[config.mk]
export PLATFORM = sky130hd
export DESIGN_NAME = fft_din_fifo
export DESIGN_NICKNAME = d
export VERILOG_FILES = /design/src/rtl/fft_din_fifo.sv
export SDC_FILE = /design/constraint.sdc
export NUM_CORES = 1
export LEC_CHECK = 0
export CORE_MARGIN = 2
export CORE_UTILIZATION = 40
export CTS_CLUSTER_SIZE = 10
export DETAILED_ROUTE_END_ITERATION = 6
export HOLD_SLACK_MARGIN = 0.05
export SLEW_MARGIN = 20
export SYNTH_ARGS = -nofsm -noshare
export SYNTH_HDL_FRONTEND = slang
export SYNTH_SLANG_ARGS = --single-unit
[constraint.sdc]
create_clock -name clk -period 12.9 [get_ports clk]
set_input_delay 2.58 -clock clk [delete_from_list [all_inputs] [get_ports clk]]
set_output_delay 2.58 -clock clk [all_outputs]
set_load 0.02 [all_outputs]
[src/rtl/fft_din_fifo.sv]
// fft_din_fifo: DEPTH-frame buffer from usb_interface to the FFT core; optional counters via FFT_DIN_FIFO_STATS_EN.
// Latency: a push sampled at edge t is issued (out_valid) after edge t+1; issues are >= 3 cycles apart.
// Backpressure: in_busy while full (further frames dropped, overflow sticky); out_busy stalls issue from IDLE.
module fft_din_fifo #(
  parameter int NPOINT = 3,
  parameter int DEPTH  = 4
) (
  input  logic                          clk,
  input  logic                          rst,
  input  logic                          in_valid,
  output logic                          in_busy,
  input  logic [16*(2**NPOINT)-1:0]     in_real,
  input  logic [16*(2**NPOINT)-1:0]     in_imag,
  output logic                          out_valid,
  input  logic                          out_busy,
  output logic [16*(2**NPOINT)-1:0]     out_real,
  output logic [16*(2**NPOINT)-1:0]     out_imag,
  output logic [$clog2(DEPTH):0]        level,
  output logic                          overflow
`ifdef FFT_DIN_FIFO_STATS_EN
  ,
  output logic [15:0]                   in_frames,
  output logic [7:0]                    drop_frames
`endif
);

  localparam int W  = 16 << NPOINT;
  localparam int AW = $clog2(DEPTH);
  localparam logic [AW:0] FULL = (AW+1)'(DEPTH);

  typedef struct packed {
    logic [W-1:0] re;
    logic [W-1:0] im;
  } entry_t;

  typedef enum logic [1:0] {IDLE, ISSUE, HOLD} state_t;

  state_t        state, state_nxt;
  entry_t        mem [DEPTH];
  logic [AW-1:0] wr_ptr, rd_ptr;
  logic          push, drop, pop;

  assign in_busy = (level == FULL);
  assign push    = in_valid && !in_busy;
  assign drop    = in_valid && in_busy;

  always_comb begin
    state_nxt = state;
    pop       = 1'b0;
    out_valid = 1'b0;
    case (state)
      IDLE: begin
        if (level != '0 && !out_busy) begin
          state_nxt = ISSUE;
          pop       = 1'b1;
        end
      end
      ISSUE: begin
        out_valid = 1'b1;
        state_nxt = HOLD;
      end
      // Guard cycle so the core's out_busy has time to rise.
      HOLD:    state_nxt = IDLE;
      default: state_nxt = IDLE;
    endcase
  end

  always_ff @(posedge clk) begin
    if (push) mem[wr_ptr] <= {in_real, in_imag};
  end

  always_ff @(posedge clk) begin
    if (rst) begin
      state    <= IDLE;
      wr_ptr   <= '0;
      rd_ptr   <= '0;
      level    <= '0;
      overflow <= 1'b0;
      out_real <= '0;
      out_imag <= '0;
    end else begin
      state <= state_nxt;
      if (push) wr_ptr <= wr_ptr + AW'(1);
      // Head is registered and counted out on the IDLE->ISSUE edge.
      if (pop) begin
        rd_ptr   <= rd_ptr + AW'(1);
        out_real <= mem[rd_ptr].re;
        out_imag <= mem[rd_ptr].im;
      end
      if (push && !pop)      level <= level + (AW+1)'(1);
      else if (pop && !push) level <= level - (AW+1)'(1);
      if (drop) overflow <= 1'b1;
    end
  end

`ifdef FFT_DIN_FIFO_STATS_EN
  always_ff @(posedge clk) begin
    if (rst) begin
      in_frames   <= '0;
      drop_frames <= '0;
    end else begin
      if (push) in_frames <= in_frames + 16'd1;
      if (drop && drop_frames != 8'hff) drop_frames <= drop_frames + 8'd1;
    end
  end
`endif

endmodule

==> flow_metrics.env, run 1 <==
export IMPL_post_cts_resized=0
export IMPL_min_period_ps=5370
export IMPL_cts_made_buffers=150
export IMPL_htree_num_levels=4
export IMPL_ir_drop_mv=0.254
export IMPL_worst_hold_slack_ps=474
export IMPL_slew_violations=0
export IMPL_nNetsFinal=3339
export IMPL_fin_tns_setup_ps=0
export IMPL_synth_nets=2831
export IMPL_yosys_cell_types_count=25
export IMPL_ys_ff_latch=1290
export IMPL_grt_first_pass_wirelength_mm=175
export IMPL_final_common_cell="edfxtp_1"
export IMPL_finClkSkew_ps=21.8
export IMPL_first_pass_iters=7
export IMPL_core_area_um2=117000
export IMPL_insertion_delay_ps=720
export IMPL_arrival_ps=5700
export IMPL_drt_total_wl_mm=118
export IMPL_port_buffers=521
export IMPL_die_w_um=347
export IMPL_clockRootBuffer="clkbuf_16"
export IMPL_gr_total_overflow=0
export IMPL_critPathKind="input pin to flip-flop"
export IMPL_placed_cells=4441
export IMPL_cp_start_kind="input pin"
export IMPL_antenna_left=0
export IMPL_power_density_nw_per_um2=206
export IMPL_cts_sinks=1290
export IMPL_cts_setup_buffers=0
export IMPL_vias=25900
export IMPL_fmaxAchievable_ghz=0.186
export IMPL_grt_max_degree=167
export IMPL_hold_class="flip-flop to flip-flop"
export IMPL_synthCells=2565
export IMPL_cts_buffer_depth=3
export IMPL_finalSetupViolations=0
export IMPL_io_pins=522
export IMPL_synth_seq_area_share_pct=76.6
export IMPL_place_congestion=0.770
export IMPL_wl_per_cell_um=25.0
export IMPL_grt_pass1_vias=26800
export IMPL_start_util_pct=40.4
export IMPL_status="finished, final reports clean"
export IMPL_crit_path_max_fanout=54
export IMPL_cap_viol_max_count=0
export IMPL_antenna_found_initial=38
export IMPL_fin_crit_sh_pct=41.6
export IMPL_fillers=9535
export IMPL_die_y_um=347
export IMPL_gr_usage_all_layers_pct=19.4
export IMPL_end_kind="flip-flop"
export IMPL_ys_warnings_count=0
export IMPL_area_growth_pct=23.5
export IMPL_syn_avg_cell_area_um2=18.4
export IMPL_remaining_drc_errors=0
export IMPL_hold_viol=0
export IMPL_syn_area_um2=47100
export IMPL_dp_hpwl_mm=67.1
export IMPL_core_rowCount=125
export IMPL_instances_no_fill=4735
export IMPL_layout_common_cells="edfxtp_1, clkdlybuf4s50_1, dfxtp_1"
export IMPL_p_leak_nw=18.1
export IMPL_rsz0062_at_grt="false"
export IMPL_drt_iter0_drc=1636
export IMPL_crit_required_ps=13240
export IMPL_tightest_slew_ps=1200
export IMPL_relSlewSlack_pct=20.3
export IMPL_cts_tree="yes"
export IMPL_drive_above_1_share_pct=14.9
export IMPL_viasPerCell=5.47
export IMPL_dieArea_um2=120000
export IMPL_holdBufCountCts=0
export IMPL_cts_clk_slew_worst_paths_ps=50
## registers in the layout (all words and copies together) (netlist names)
register	count
mem	1024
wr_ptr	2
overflow	1
out_real	128
rd_ptr	2
out_imag	128
state	2
level	3
## synth_stat cells
library cell / number / area, µm²
nor2_1: 6 / 22.5
nand2_1: 1 / 3.75
xor2_1: 2 / 17.5
clkbuf_1: 90 / 338
buf_2: 85 / 425
a21oi_1: 261 / 1310
ha_1: 5 / 62.6
nor3_2: 1 / 10.0
and3_1: 4 / 25.0
o21ai_0: 260 / 1300
buf_6: 26 / 293
mux2i_1: 1 / 10.0
or3b_2: 1 / 8.76
mux4_1: 1 / 26.3
inv_1: 5 / 18.8
or3_1: 4 / 25.0
dfxtp_1: 266 / 5330
mux2_2: 1 / 11.3
nor2b_1: 3 / 18.8
nand3_1: 259 / 1300
edfxtp_1: 1024 / 30700
mux4_2: 255 / 5740
buf_4: 2 / 15.0
nor3_4: 1 / 16.3
fa_1: 1 / 20.0
## area by class of cell
type / count / area (µm²) / share of cell area [%]
Sequential cell: 1290 / 36100 / 62.1
Timing Repair Buffer: 559 / 5630 / 9.68
Multi-Input combinational cell: 1067 / 9960 / 17.1
Antenna cell: 14 / 35.0 / 0.0603
Clock buffer: 264 / 4350 / 7.48
Tap cell: 1524 / 1910 / 3.28
Clock inverter: 12 / 168 / 0.288
Inverter: 5 / 18.8 / 0.0323
## kinds of logic (layout without fill, tap and decap cells)
| group | count (synthesis) | count (layout) | share of synthesized area [%] |
|---|---|---|---|
| xor+xnor | 2 | 2 | 0.0372 |
| simple gates | 280 | 280 | 3.03 |
| fa+ha+maj | 6 | 6 | 0.175 |
| mux | 258 | 258 | 12.3 |
| other cells | 0 | 14 | 0 |
| buf+inv | 208 | 840 | 2.31 |
| flops | 1290 | 1290 | 76.6 |
| compound gates | 521 | 521 | 5.54 |
## critical path: stages
cell             delay, ps
clkdlybuf4s50_1        630
and3_4                 790
buf_4                  790
buf_4                  770
## stage by stage
step                      setup slack (ps)  cell area, µm²  utilization, %  total power, W
after global placement                6560           53500            45.9         0.00818
after floorplan                       3810           47100               -         0.00714
after detailed placement              6580           53500            45.9         0.00823
final                                 7530           58100            49.9          0.0120
after CTS                             7370           58000            49.8          0.0121
after global routing                  7380           58100            49.9          0.0125
## per-layer routing
metal	routed length, µm	vias up	share of wire, %	track usage [%]
met5	302	-	0.26	0
li1	-	11300	-	-
met2	58000	858	49	31.2
met4	2910	44	2.5	6.83
met1	47700	13500	40	24.8
met3	9450	193	8.0	6.13
## report_power, final
group / switching [W] / internal, W
sequential: 0.000203 / 0.00502
clock: 0.00159 / 0.00230
combinational: 0.00177 / 0.00111
## path summary, 6_finish.rpt
check | from | to | slack [ps] | cells after the start
worst max-delay path | in_valid | mem[3][221] | 7530 | 4
worst min-delay path | out_real[5] | out_real[5] | 470 | 2
worst max register to register | level[0] | mem[3][221] | 9300 | 4
worst min register to register | out_real[5] | out_real[5] | 470 | 2
Note: power is estimated with default switching activity, not from simulation.
==> run 2, diff against run 1 <==
Clock period 12.9 ns to 5.6 ns, I/O delays scaled along.
==> run 2 against run 1 <==
  * Critical path depth shrank 1
  * Non-clock buffer count grew 8
  * Largest power group unchanged
  * Power grew 130%
  * Core utilization grew 0.24 points
  * Critical path type is now flip-flop to output pin
==> flow_metrics.env, run 2 (synthesized netlist as in run 1, its figures left out) <==
export IMPL_status="finished, final reports clean"
export IMPL_gr_total_overflow=0
export IMPL_cts_tree="yes"
export IMPL_regMostFlops="mem"
export IMPL_drive_above_1_share_pct=15.2
export IMPL_arrival_ps=2550
export IMPL_rsz0062_at_grt="false"
export IMPL_fmaxAchievable_ghz=0.273
export IMPL_reg_top3="mem (1024), out_imag (128), out_real (128)"
export IMPL_cap_viol_max_count=0
export IMPL_holdBufCountCts=0
export IMPL_crit_path_max_fanout=7
export IMPL_place_congestion=0.773
export IMPL_slew_violations=0
export IMPL_cp_start_kind="flip-flop"
export IMPL_largest_reg_flops=1024
export IMPL_drt_total_wl_mm=120
export IMPL_end_kind="output pin"
export IMPL_r2r_start="rd_ptr[0]"
export IMPL_cts_made_buffers=150
export IMPL_die_y_um=347
export IMPL_dpl_worst_slack_ps=2060
export IMPL_port_buffers=521
export IMPL_setup_ws_ps=1930
export IMPL_postLayoutCellArea_um2=58400
export IMPL_start_util_pct=40.4
export IMPL_wl_per_cell_um=25.4
export IMPL_die_w_um=347
export IMPL_crit_required_ps=4480
export IMPL_first_pass_iters=7
export IMPL_io_pins=522
export IMPL_fin_tns_setup_ps=0
export IMPL_gr_usage_all_layers_pct=19.8
export IMPL_core_area_um2=117000
export IMPL_antenna_left=0
export IMPL_insertion_delay_ps=720
export IMPL_dp_hpwl_mm=67.8
export IMPL_layout_common_cells="edfxtp_1, clkdlybuf4s50_1, dfxtp_1"
export IMPL_hold_viol=0
export IMPL_core_rowCount=125
export IMPL_tightest_slew_ps=1080
export IMPL_remaining_drc_errors=0
export IMPL_cts_setup_buffers=0
export IMPL_p_leak_nw=18.2
export IMPL_dieArea_um2=120000
export IMPL_ir_drop_mv=0.577
export IMPL_hold_class="flip-flop to flip-flop"
export IMPL_area_growth_pct=24.1
export IMPL_min_period_ps=3670
export IMPL_vias=26000
export IMPL_nNetsFinal=3347
export IMPL_htree_num_levels=4
export IMPL_grt_pass1_vias=27300
export IMPL_viasPerCell=5.48
export IMPL_fin_crit_sh_pct=65.5
export IMPL_critPathKind="flip-flop to output pin"
export IMPL_drt_iter0_drc=1783
export IMPL_finalSetupViolations=0
export IMPL_cts_buffer_depth=3
export IMPL_postPlaceCellArea_um2=53800
export IMPL_startpoint="level[2]"
export IMPL_clockRootBuffer="clkbuf_16"
export IMPL_relSlewSlack_pct=27.9
export IMPL_grt_max_degree=197
export IMPL_grt_first_pass_wirelength_mm=179
export IMPL_finClkSkew_ps=26.6
export IMPL_post_cts_resized=0
export IMPL_cts_sinks=1290
export IMPL_antenna_found_initial=26
export IMPL_final_common_cell="edfxtp_1"
export IMPL_power_density_nw_per_um2=476
export IMPL_cts_clk_slew_worst_paths_ps=50
export IMPL_min_from="out_real[80]"
-- run 2: changes by cell type in the layout (fill, tap and decap cells not counted), moves of 2 or more --
cell and delta:
buf_12 +19, buf_4 -8, clkbuf_8 -3, clkinv_16 +2
-- run 2: through the flow --
stage	std cells	hold slack [ps]	util [%]	total power (W)
after floorplan	2565	484	-	0.0163
after global placement	4451	455	46.2	0.0190
after detailed placement	4452	463	46.2	0.0191
after CTS	4727	474	50.1	0.0281
after global routing	4738	496	50.1	0.0290
final	4741	473	50.1	0.0278
-- run 2: critical path, cell delays in order, from the launching register on --
cell and delay, ps:
dfxtp_1 460, or3b_2 560, inv_1 170, clkdlybuf4s50_1 630
-- run 2: layout make-up --
cell class	instances	area, µm²
Timing Repair Buffer	567	5890
Sequential cell	1290	36100
Multi-Input combinational cell	1067	9960
Tap cell	1524	1910
Antenna cell	13	32.5
Inverter	5	18.8
Fill cell	9448	58100
Clock buffer	259	4280
Clock inverter	16	256
-- run 2: routing by layer --
metal	GRT usage, %	vias to the layer above	routed length [µm]
met4	6.40	28	2930
met2	32.8	896	60300
met1	25.0	13500	47700
met3	5.69	190	9120
met5	0	-	192
li1	-	11300	-
-- run 2: worst paths after layout --
path | end | depth (start not counted) | slack [ps]
worst max-delay path | in_busy | 3 | 1930
worst max register to register | out_real[90] | 4 | 3050
worst min-delay path | out_real[80] | 2 | 470
worst min register to register | out_real[80] | 2 | 470
-- run 2: where the power goes --
group / internal, W / leakage [nW] / switching (W)
registers: 0.0115 / 11.6 / 0.000496
clock network: 0.00524 / 2.15 / 0.00372
logic: 0.00265 / 4.48 / 0.00413
total: 0.0194 / 18.2 / 0.00834
